## src/rtl/ddr_rd_uart_tx.sv

```systemverilog
// ddr_rd_uart_tx
//   Return path of the DDR UART test design. Accepts one DATA_W-bit word read
//   from DDR and sends it as NUM_BYTES back-to-back UART 8N1 frames,
//   least-significant byte first and LSB first within each byte.
//
// Ports
//   i_clk        single clock, rising edge
//   rst          synchronous active-high reset
//   i_valid      read word available
//   o_ready      high only while idle; a word is taken when i_valid && o_ready
//   i_data       read word, captured only on the handshake edge
//   o_tx         UART serial line, idles high
//   o_busy       high from the handshake until the last stop bit completes
//   o_tx_byte    byte currently being serialised (debug)
//   o_byte_done  one-cycle pulse after each stop bit
//   o_word_done  one-cycle pulse after the last byte's stop bit
module ddr_rd_uart_tx #(
    parameter int DATA_W       = 256,
    parameter int CLKS_PER_BIT = 868,
    parameter int NUM_BYTES    = DATA_W / 8
) (
    input  logic              i_clk,
    input  logic              rst,
    input  logic              i_valid,
    output logic              o_ready,
    input  logic [DATA_W-1:0] i_data,
    output logic              o_tx,
    output logic              o_busy,
    output logic [7:0]        o_tx_byte,
    output logic              o_byte_done,
    output logic              o_word_done
);

    localparam int BAUD_W = (CLKS_PER_BIT > 1) ? $clog2(CLKS_PER_BIT) : 1;
    localparam int BYTE_W = (NUM_BYTES > 1) ? $clog2(NUM_BYTES) : 1;
    localparam logic [BAUD_W-1:0] BAUD_LAST = BAUD_W'(CLKS_PER_BIT - 1);
    localparam logic [BYTE_W-1:0] BYTE_LAST = BYTE_W'(NUM_BYTES - 1);

    typedef enum logic [1:0] {
        IDLE  = 2'd0,
        START = 2'd1,
        DATA  = 2'd2,
        STOP  = 2'd3
    } state_t;

    state_t              state_q, state_d;
    logic [BAUD_W-1:0]   baud_q, baud_d;
    logic [2:0]          bit_q, bit_d;
    logic [BYTE_W-1:0]   byte_q, byte_d;
    logic [DATA_W-1:0]   shreg_q, shreg_d;
    logic [DATA_W-1:0]   shreg_next;
    logic [7:0]          tx_byte_q, tx_byte_d;
    logic [7:0]          cur_byte;
    logic                tx_q, tx_d;
    logic                byte_done_q, byte_done_d;
    logic                word_done_q, word_done_d;
    logic                baud_end;

    assign baud_end   = (baud_q == BAUD_LAST);
    assign shreg_next = shreg_q >> 8;

    // Next-state and datapath logic
    always_comb begin
        state_d     = state_q;
        baud_d      = baud_q;
        bit_d       = bit_q;
        byte_d      = byte_q;
        shreg_d     = shreg_q;
        tx_byte_d   = tx_byte_q;
        byte_done_d = 1'b0;
        word_done_d = 1'b0;
        cur_byte    = 8'h00;
        tx_d        = 1'b1;

        case (state_q)
            IDLE: begin
                baud_d = '0;
                bit_d  = '0;
                byte_d = '0;
                if (i_valid) begin
                    state_d   = START;
                    shreg_d   = i_data;
                    tx_byte_d = i_data[7:0];
                end
            end
            START: begin
                if (baud_end) begin
                    baud_d  = '0;
                    bit_d   = '0;
                    state_d = DATA;
                end else begin
                    baud_d = baud_q + BAUD_W'(1);
                end
            end
            DATA: begin
                if (baud_end) begin
                    baud_d = '0;
                    if (bit_q == 3'd7) begin
                        state_d = STOP;
                    end else begin
                        bit_d = bit_q + 3'd1;
                    end
                end else begin
                    baud_d = baud_q + BAUD_W'(1);
                end
            end
            STOP: begin
                if (baud_end) begin
                    baud_d      = '0;
                    bit_d       = '0;
                    byte_done_d = 1'b1;
                    if (byte_q == BYTE_LAST) begin
                        word_done_d = 1'b1;
                        byte_d      = '0;
                        state_d     = IDLE;
                    end else begin
                        // Next byte follows the stop bit with no idle gap.
                        byte_d    = byte_q + BYTE_W'(1);
                        shreg_d   = shreg_next;
                        tx_byte_d = shreg_next[7:0];
                        state_d   = START;
                    end
                end else begin
                    baud_d = baud_q + BAUD_W'(1);
                end
            end
            default: state_d = IDLE;
        endcase

        // The line level is registered from the next state so o_tx changes
        // on the same edge as the state and never glitches.
        cur_byte = shreg_d[7:0];
        case (state_d)
            START:   tx_d = 1'b0;
            DATA:    tx_d = cur_byte[bit_d];
            default: tx_d = 1'b1;
        endcase
    end

    // Control registers
    always_ff @(posedge i_clk) begin
        if (rst) begin
            state_q     <= IDLE;
            baud_q      <= '0;
            bit_q       <= '0;
            byte_q      <= '0;
            tx_q        <= 1'b1;
            tx_byte_q   <= 8'h00;
            byte_done_q <= 1'b0;
            word_done_q <= 1'b0;
        end else begin
            state_q     <= state_d;
            baud_q      <= baud_d;
            bit_q       <= bit_d;
            byte_q      <= byte_d;
            tx_q        <= tx_d;
            tx_byte_q   <= tx_byte_d;
            byte_done_q <= byte_done_d;
            word_done_q <= word_done_d;
        end
    end

    // Word shift register; only meaningful while a word is in flight
    always_ff @(posedge i_clk) begin
        shreg_q <= shreg_d;
    end

    assign o_ready     = (state_q == IDLE);
    assign o_busy      = (state_q != IDLE);
    assign o_tx        = tx_q;
    assign o_tx_byte   = tx_byte_q;
    assign o_byte_done = byte_done_q;
    assign o_word_done = word_done_q;

endmodule

```

## config.mk

```make
export PLATFORM = sky130hd
export DESIGN_NAME = ddr_rd_uart_tx
export DESIGN_NICKNAME = d
export VERILOG_FILES = /design/src/rtl/ddr_rd_uart_tx.sv
export SDC_FILE = /design/constraint.sdc
export NUM_CORES = 1
export LEC_CHECK = 0
export BUFFER_PORTS_ARGS = -buffer_cell sky130_fd_sc_hd__buf_2
export CAP_MARGIN = 25
export CORE_MARGIN = 5
export CORE_UTILIZATION = 42
export CTS_CLUSTER_DIAMETER = 80
export DETAILED_ROUTE_END_ITERATION = 6
export SYNTH_ARGS = -nofsm -noshare
export SYNTH_HDL_FRONTEND = slang
export SYNTH_SLANG_ARGS = --single-unit
```

## constraint.sdc

```tcl
create_clock -name i_clk -period 7.65 [get_ports i_clk]
set_clock_uncertainty 0.05 [all_clocks]
set_input_delay 0 -clock i_clk [delete_from_list [all_inputs] [get_ports i_clk]]
set_output_delay 0 -clock i_clk [all_outputs]
set_load 0.005 [all_outputs]
```

==> metrics.md, run 1 <==
| Metric | Value |
|---|---|
| Status | `finished, final reports clean` |
| DIE HEIGHT | `177.9 um` |
| Pin count of the biggest net entering global routing | `245` |
| Grt ovf | `0` |
| Worst-margin pin slew | `1448 ps` |
| Die Wd | `177.9 um` |
| Rel. slew slack | `3.469%` |
| GR Layer Usage met3 | `4.303%` |
| Initial antenna violation count | `4` |
| Slowest CP cell | `ha_1` |
| Share of the synthesized area in the top cell type | `62.90%` |
| Core Box Area | `between 0.02 and 0.03 sq mm` |
| Hold slack | `~200 ps` |
| Filler instances | `2100` |
| CTS tree | `built` |
| Clock Pin Slew Worst Setup and Hold Paths | `60 ps` |
| Longest Clk Path Bufs | `3` |
| Synth Register Bits | `approximately 290` |
| Setup TNS | `0 ps` |
| Yosys cell types | `49` |
| GR Util met2 | `33.61%` |
| Clock H-tree levels | `1` |
| Number of I/O pins | `272` |
| Cell Area, Synth | `around 0.012 sq mm` |
| Post_cts resized | `0` |
| P&R area growth vs syn | `44.53%` |
| Leakage power | `around 6.9 nW` |
| Synth area leaders | `edfxtp_1, a22o_1, dfxtp_1` |
| Gr busiest metal | `met2` |
| Std cell rows | `61` |
| FF-to-FF setup slack | `3610 ps` |
| Crit path DAT | `4460 ps` |
| Hold EP | `shreg_q[7]` |
| Post-Synthesis Cells | `786` |
| Startpoint types | `flop` |
| Cell taking the most area after synthesis | `edfxtp_1` |
| Die area | `between 0.03 and 0.04 sq mm` |
| Finished Core Util | `slightly above 60%` |
| Hold Path Class | `input port to flop` |
| Top-count cell post-synth | `edfxtp_1` |
| Post-Syn Nets | `1054` |
| Syn avg cell area | `about 15 sq um` |
| Worst vdd ir | `~0.54 mV` |
| First-pass GRT wire length | `49620 um` |
| Crit path kind | `flop to flop` |
| Final setup viols | `0` |
| Dominant synthesized flop cell | `edfxtp_1` |
| HP Start | `i_data[7]` |
| Skew-Pair Late Insertion Delay | `550 ps` |
| DRT iter0 DRCs | `844` |
| Async set-reset flop share out of synthesis | `0%` |
| Achievable Freq | `247.7 MHz` |
| YS warnings | `0` |
| Count of buffer and inverter cells on the critical path | `1` |
| Depth of the most critical reg-to-reg path | `9` |
| Initial Util | `approximately 43%` |
| Tmin final | `4037 ps` |
| Critical path capture point type | `flop` |
| CP max stage delay | `around 670 ps` |
| Routed WL per cell | `roughly 20 um` |
| EDFF count, synth | `248` |
| Max-Cap Viols | `0` |
| Number of global-route vias before repair | `9197` |
| Final #Nets | `roughly 1600` |
| Total GRT Usage | `19.93%` |
| WHS Path Cells | `4` |
| Vias per inst | `~5.3` |
| Period utilization | `52.77%` |
| Total CTS buffers | `31` |
| GP Congestion | `0.8673` |
| TritonRoute pass-1 iters | `5` |
| Most frequent CP cell | `a211oi_1` |
| Sink Count | `roughly 290` |
| Port Buffers | `271` |
| Reg-to-Reg End | `o_tx` |
| Commonest cells in the netlist | `edfxtp_1, a22o_1, clkbuf_1` |
| Vias | `8975` |
| Worst-path fanout max | `244` |
| RSZ-0062 raised after global routing | `false` |
| Data required, critical path | `8080 ps` |
| Slew Limit Fails | `0` |
| Hold Fails Final Rpt | `0` |
| Area of the multi-input gates | `0.003366 sq mm` |
| FF-to-FF Start | `state_q[1]` |
| Critical path cell sequence | `ha_1 > or3b_1 > nor4_4 > buf_12 > a22oi_1 > or3_1 > o2111ai_1 > a211oi_1 > a211oi_1` |
| Residual DRC | `0` |
| Post-route ant nets | `0` |
| Delay-heaviest family, CP | `simple AND/OR/NAND/NOR gates` |
| Register area share after synthesis | `69.50%` |
| Total routed wirelength | `33210 um` |
| P per Cell Area | `352.8 mW/mm^2` |
| Clk root buf | `clkbuf_16` |
| HPWL after DPL | `18920 um` |
| Reg area | `approximately 0.0082 sq mm` |
| Share of layout cells above drive strength 1 | `24.34%` |
| Grt met1 use | `between 20% and 30%` |
worst reg2reg max path: cells and delay by family, from the launching register on:
| kind | cells | cell delay (ps) |
|---|---|---|
| AO/OA/AOI/OAI | 4 | 1250 |
| adder cells (fa/ha/maj) | 1 | 680 |
| buffers and inverters | 1 | 540 |
| flip-flops | 1 | 390 |
| AND/OR/NAND/NOR | 3 | 1090 |
registers in the layout, indices dropped and copies added, names as in the netlist:
| name | count |
|---|---|
| shreg_q | 256 |
| byte_q | 5 |
| o_byte_done | 1 |
| baud_q | 10 |
| o_tx_byte | 8 |
| state_q | 2 |
| o_tx | 1 |
| o_word_done | 1 |
| bit_q | 3 |
per-layer routing:
metal,share of wire (%),vias up
met5,0,-
met4,2.2,0
met3,6.9,59
met2,50,312
met1,41,4363
li1,-,4241
kinds of logic after synthesis:
kind of cell / count (synthesis) / synth area share, %
AO/OA/AOI/OAI: 293 / 20.95
flip-flops: 287 / 69.50
AND/OR/NAND/NOR: 111 / 4.988
buffers and inverters: 68 / 2.167
multiplexers: 10 / 0.8561
adder cells (fa/ha/maj): 9 / 0.9512
XOR/XNOR: 8 / 0.5919
report_power, final:
group | internal [mW] | switching (mW)
Sequential | 2.80 | 0.251
Clock | 0.837 | 0.598
Combinational | 0.580 | 0.975
Total | 4.21 | 1.82
timing repair:
item                                   4_1_cts  5_1_grt
hold buffers                               261        0
endpoints found under the hold margin      274        0
setup endpoints to repair                    0        0
setup buffers                                0        0
worst max-delay path by stage:
stage / to / cells after the start / from
2_1_floorplan: o_tx_byte[0] / 8 / byte_q[0]
3_3_place_gp: shreg_q[102] / 7 / byte_q[0]
3_5_place_dp: o_tx / 9 / state_q[1]
4_1_cts: o_tx / 9 / state_q[1]
5_1_grt: o_tx / 9 / state_q[1]
6_report: o_tx / 9 / state_q[1]
cells in the final DEF (no fill, tap or decap), types with 4 or more instances in the layout:
master | synthesis | final
a21oi_1 | 7 | 7
and3_1 | 4 | 4
dfxtp_1 | 39 | 39
nor2_1 | 27 | 27
clkbuf_16 | 0 | 31
ha_1 | 9 | 9
buf_2 | 1 | 271
a211oi_1 | 8 | 8
o31ai_1 | 4 | 4
inv_1 | 7 | 7
nand2_1 | 24 | 24
clkbuf_1 | 60 | 7
clkinv_1 | 0 | 12
nor2b_1 | 5 | 5
nand3_1 | 12 | 12
a22o_1 | 243 | 243
nor3_1 | 5 | 5
o21ai_0 | 5 | 5
and2_1 | 10 | 10
diode_2 | 0 | 4
xor2_1 | 6 | 6
mux2i_1 | 9 | 9
a21boi_0 | 4 | 4
edfxtp_1 | 248 | 248
dlygate4sd3_1 | 0 | 261
or3_1 | 4 | 4
nand2b_1 | 4 | 4
stage by stage:
| step | cell area [sq um] | std cells | setup WS (ps) | power [mW] |
|---|---|---|---|---|
| CTS | 17100 | 1697 | 3868 | 6.067 |
| global route | 17110 | 1701 | 3537 | 6.339 |
| finish | 17110 | 1701 | 3613 | 6.037 |
| global placement | 13510 | 1379 | 3633 | 4.459 |
| floorplan | 11840 | 786 | 2257 | 4.053 |
| detailed placement | 13530 | 1380 | 3891 | 4.495 |
layout make-up:
type	count	share of cell area, %
sequential	287	48.09
tap	378	2.764
inverter	7	0.1536
clock buffer	38	4.687
multi-input combinational	431	19.67
timing repair buffer	538	23.68
clock inverter	18	0.8995
antenna	4	0.05850
No activity file was read; power rests on OpenSTA's default activity.
==> run 2: changes to the inputs <==
Clock period 7.65 ns to 4.22 ns, I/O delays scaled along.
==> run 2 against run 1 <==
Net effect: worst hold slack improved by 15 ps; utilization rose by 0.50 points; non-clock buffer count rose by 7; largest power group unchanged; via count rose by 0.57%; critical endpoint is now o_tx_byte[6].
==> metrics.md, run 2 (synthesized netlist as in run 1, its figures left out) <==
| Metric | Value |
|---|---|
| Status | `finished, final reports clean (unchanged)` |
| DIE HEIGHT | `177.9 um (unchanged)` |
| Sink Count | `287 (unchanged)` |
| DRT iter0 DRCs | `772 (was 844)` |
| Vias per inst | `5.291 (was 5.276)` |
| P&R area growth vs syn | `45.69% (was 44.53%)` |
| Initial Util | `42.61% (unchanged)` |
| Setup TNS | `0 ps (unchanged)` |
| Post-CTS setup buffers | `0 (unchanged)` |
| Tmin final | `3892 ps (was 4037 ps)` |
| Residual DRC | `0 (unchanged)` |
| Worst vdd ir | `0.5316 mV (was 0.5404 mV)` |
| Most frequent CP cell | `ha_1 (was a211oi_1)` |
| Worst-margin pin slew | `708.3 ps (was 1448 ps)` |
| Largest register by flop count | `shreg_q (unchanged)` |
| Number of I/O pins | `272 (unchanged)` |
| Largest register FFs | `256 (unchanged)` |
| Share of layout cells above drive strength 1 | `25.32% (was 24.34%)` |
| Clk root buf | `clkbuf_16 (unchanged)` |
| Clock H-tree levels | `1 (unchanged)` |
| Slew Limit Fails | `0 (unchanged)` |
| Die Wd | `177.9 um (unchanged)` |
| HPWL after DPL | `19910 um (was 18920 um)` |
| Delay-heaviest family, CP | `compound AO/OA/AOI/OAI gates (was simple AND/OR/NAND/NOR gates)` |
| Std cell rows | `61 (unchanged)` |
| Max-Cap Viols | `0 (unchanged)` |
| TritonRoute pass-1 iters | `5 (unchanged)` |
| Critical path capture point type | `flop (unchanged)` |
| Clock Pin Slew Worst Setup and Hold Paths | `60 ps (about the same)` |
| Grt ovf | `0 (unchanged)` |
| Initial antenna violation count | `1 (was 4)` |
| Filler instances | `2106 (was 2100)` |
| FF-to-FF setup slack | `330 ps (was 3610 ps)` |
| Final #Nets | `1571 (was 1564)` |
| Leakage power | `7.012 nW (was 6.933 nW)` |
| Worst-path fanout max | `76 (was 244)` |
| Hold Path Class | `input port to flop (unchanged)` |
| Total CTS buffers | `31 (unchanged)` |
| Total routed wirelength | `33120 um (was 33210 um)` |
| Number of cells after detailed placement | `1386 (was 1380)` |
| Layout Cells excl Fill | `1706 (was 1701)` |
| Final setup viols | `0 (unchanged)` |
| CTS tree | `built (unchanged)` |
| Grt met1 use | `25.98% (was 26.32%)` |
| Most frequent cells in the layout | `buf_2, dlygate4sd3_1, edfxtp_1 (unchanged)` |
| Count of buffer and inverter cells on the critical path | `2 (was 1)` |
| Rel. slew slack | `52.78% (was 3.469%)` |
| Longest Clk Path Bufs | `3 (unchanged)` |
| Routed WL per cell | `19.42 um (was 19.52 um)` |
| Reg area | `0.008228 sq mm (unchanged)` |
| Slowest CP cell | `o41ai_1 (was ha_1)` |
| Vias | `9026 (was 8975)` |
| Total GRT Usage | `20.09% (was 19.93%)` |
| GR Layer Usage met3 | `4.772% (was 4.303%)` |
| GP Congestion | `0.8984 (was 0.8673)` |
| Achievable Freq | `256.9 MHz (was 247.7 MHz)` |
| Period utilization | `92.24% (was 52.77%)` |
| Crit path DAT | `4330 ps (was 4460 ps)` |
| Area of the multi-input gates | `0.003366 sq mm (unchanged)` |
| Startpoint types | `flop (unchanged)` |
| First-pass GRT wire length | `50300 um (was 49620 um)` |
| Critical path cell sequence | `ha_1 > and3_1 > ha_1 > o41ai_1 > nand2_1 > a21oi_4 > buf_12 > nor2_1 > a211oi_1 > dlygate4sd3_1 (was ha_1 > or3b_1 > nor4_4 > buf_12 > a22oi_1 > or3_1 > o2111ai_1 > a211oi_1 > a211oi_1)` |
| Skew-Pair Late Insertion Delay | `540 ps (was 550 ps)` |
| GR Util met2 | `34.07% (was 33.61%)` |
| Die area | `0.03164 sq mm (unchanged)` |
| Post_cts resized | `0 (unchanged)` |
| Number of global-route vias before repair | `9329 (was 9197)` |
| Post-route ant nets | `0 (unchanged)` |
| Core Box Area | `0.02778 sq mm (unchanged)` |
| RSZ-0062 raised after global routing | `false (unchanged)` |
| Hold Fails Final Rpt | `0 (unchanged)` |
| Data required, critical path | `4650 ps (was 8080 ps)` |
| Port Buffers | `271 (unchanged)` |
| P per Cell Area | `642.2 mW/mm^2 (was 352.8 mW/mm^2)` |
| CTS hold repair buffers | `262 (was 261)` |
| CP max stage delay | `610 ps (was 670 ps)` |
| Crit path kind | `flop to flop (unchanged)` |
| Most common cell after layout, fill and taps aside | `buf_2 (unchanged)` |
| Pin count of the biggest net entering global routing | `130 (was 245)` |
| Gr busiest metal | `met2 (unchanged)` |
==> run 2: cell count changes in the layout (fill, tap and decap cells not counted), sizes merged <==
cell         before  now
clkinv           14   11
clkbuf           38   42
dlygate4sd3     261  262
diode             4    1
buf             277  283
clkinvlp          0    1
inv               8    7
==> run 2: worst paths after layout <==
kind	cells after the start	from	endpoint
worst min-delay path	4	i_data[7]	shreg_q[7]
worst max-delay path	10	byte_q[0]	o_tx_byte[6]
worst max register to register	10	byte_q[0]	o_tx_byte[6]
worst min register to register	1	baud_q[0]	baud_q[0]
==> run 2: power by group <==
part / switching (mW) / total (mW) / internal (mW)
clock network: 1.08 / 2.68 / 1.60
registers: 0.478 / 5.52 / 5.04
logic: 1.78 / 2.88 / 1.10
total: 3.33 / 11.1 / 7.74
==> run 2: worst register-to-register path, cell delays in order (launching register included) <==
cell and delay, ps:
dfxtp_1 330, ha_1 220, and3_1 180, ha_1 280, o41ai_1 620, nand2_1 190, a21oi_4 590, buf_12 440
nor2_1 120, a211oi_1 240, dlygate4sd3_1 580
==> run 2: final cells by class <==
type | instances | area share [%]
Sequential cell | 287 | 47.70
Timing Repair Buffer | 545 | 24.03
Multi-Input combinational cell | 431 | 19.51
Clock buffer | 42 | 4.969
Tap cell | 378 | 2.742
Clock inverter | 15 | 0.8778
Inverter | 7 | 0.1523
Antenna cell | 1 | 0.01451
==> run 2: layer usage <==
layer | vias up | wire, um
li1 | 4254 | -
met1 | 4368 | 13720
met2 | 340 | 16220
met3 | 64 | 2282
met4 | 0 | 901
met5 | - | 0
==> run 2: through the flow <==
stage / setup slack [ps] / total power, mW / hold slack, ps / util [%] / instance area [sq um]
2_1_floorplan: 156.1 / 7.249 / 56.08 / - / 11840
3_3_place_gp: 945.9 / 8.157 / 226.0 / 49.00 / 13610
3_5_place_dp: 902.5 / 8.204 / 229.1 / 49.00 / 13610
4_1_cts: 377.1 / 11.13 / 189.4 / 62.07 / 17250
5_1_grt: 8.131 / 11.64 / 211.7 / 62.08 / 17250
6_report: 327.5 / 11.08 / 219.7 / 62.08 / 17250
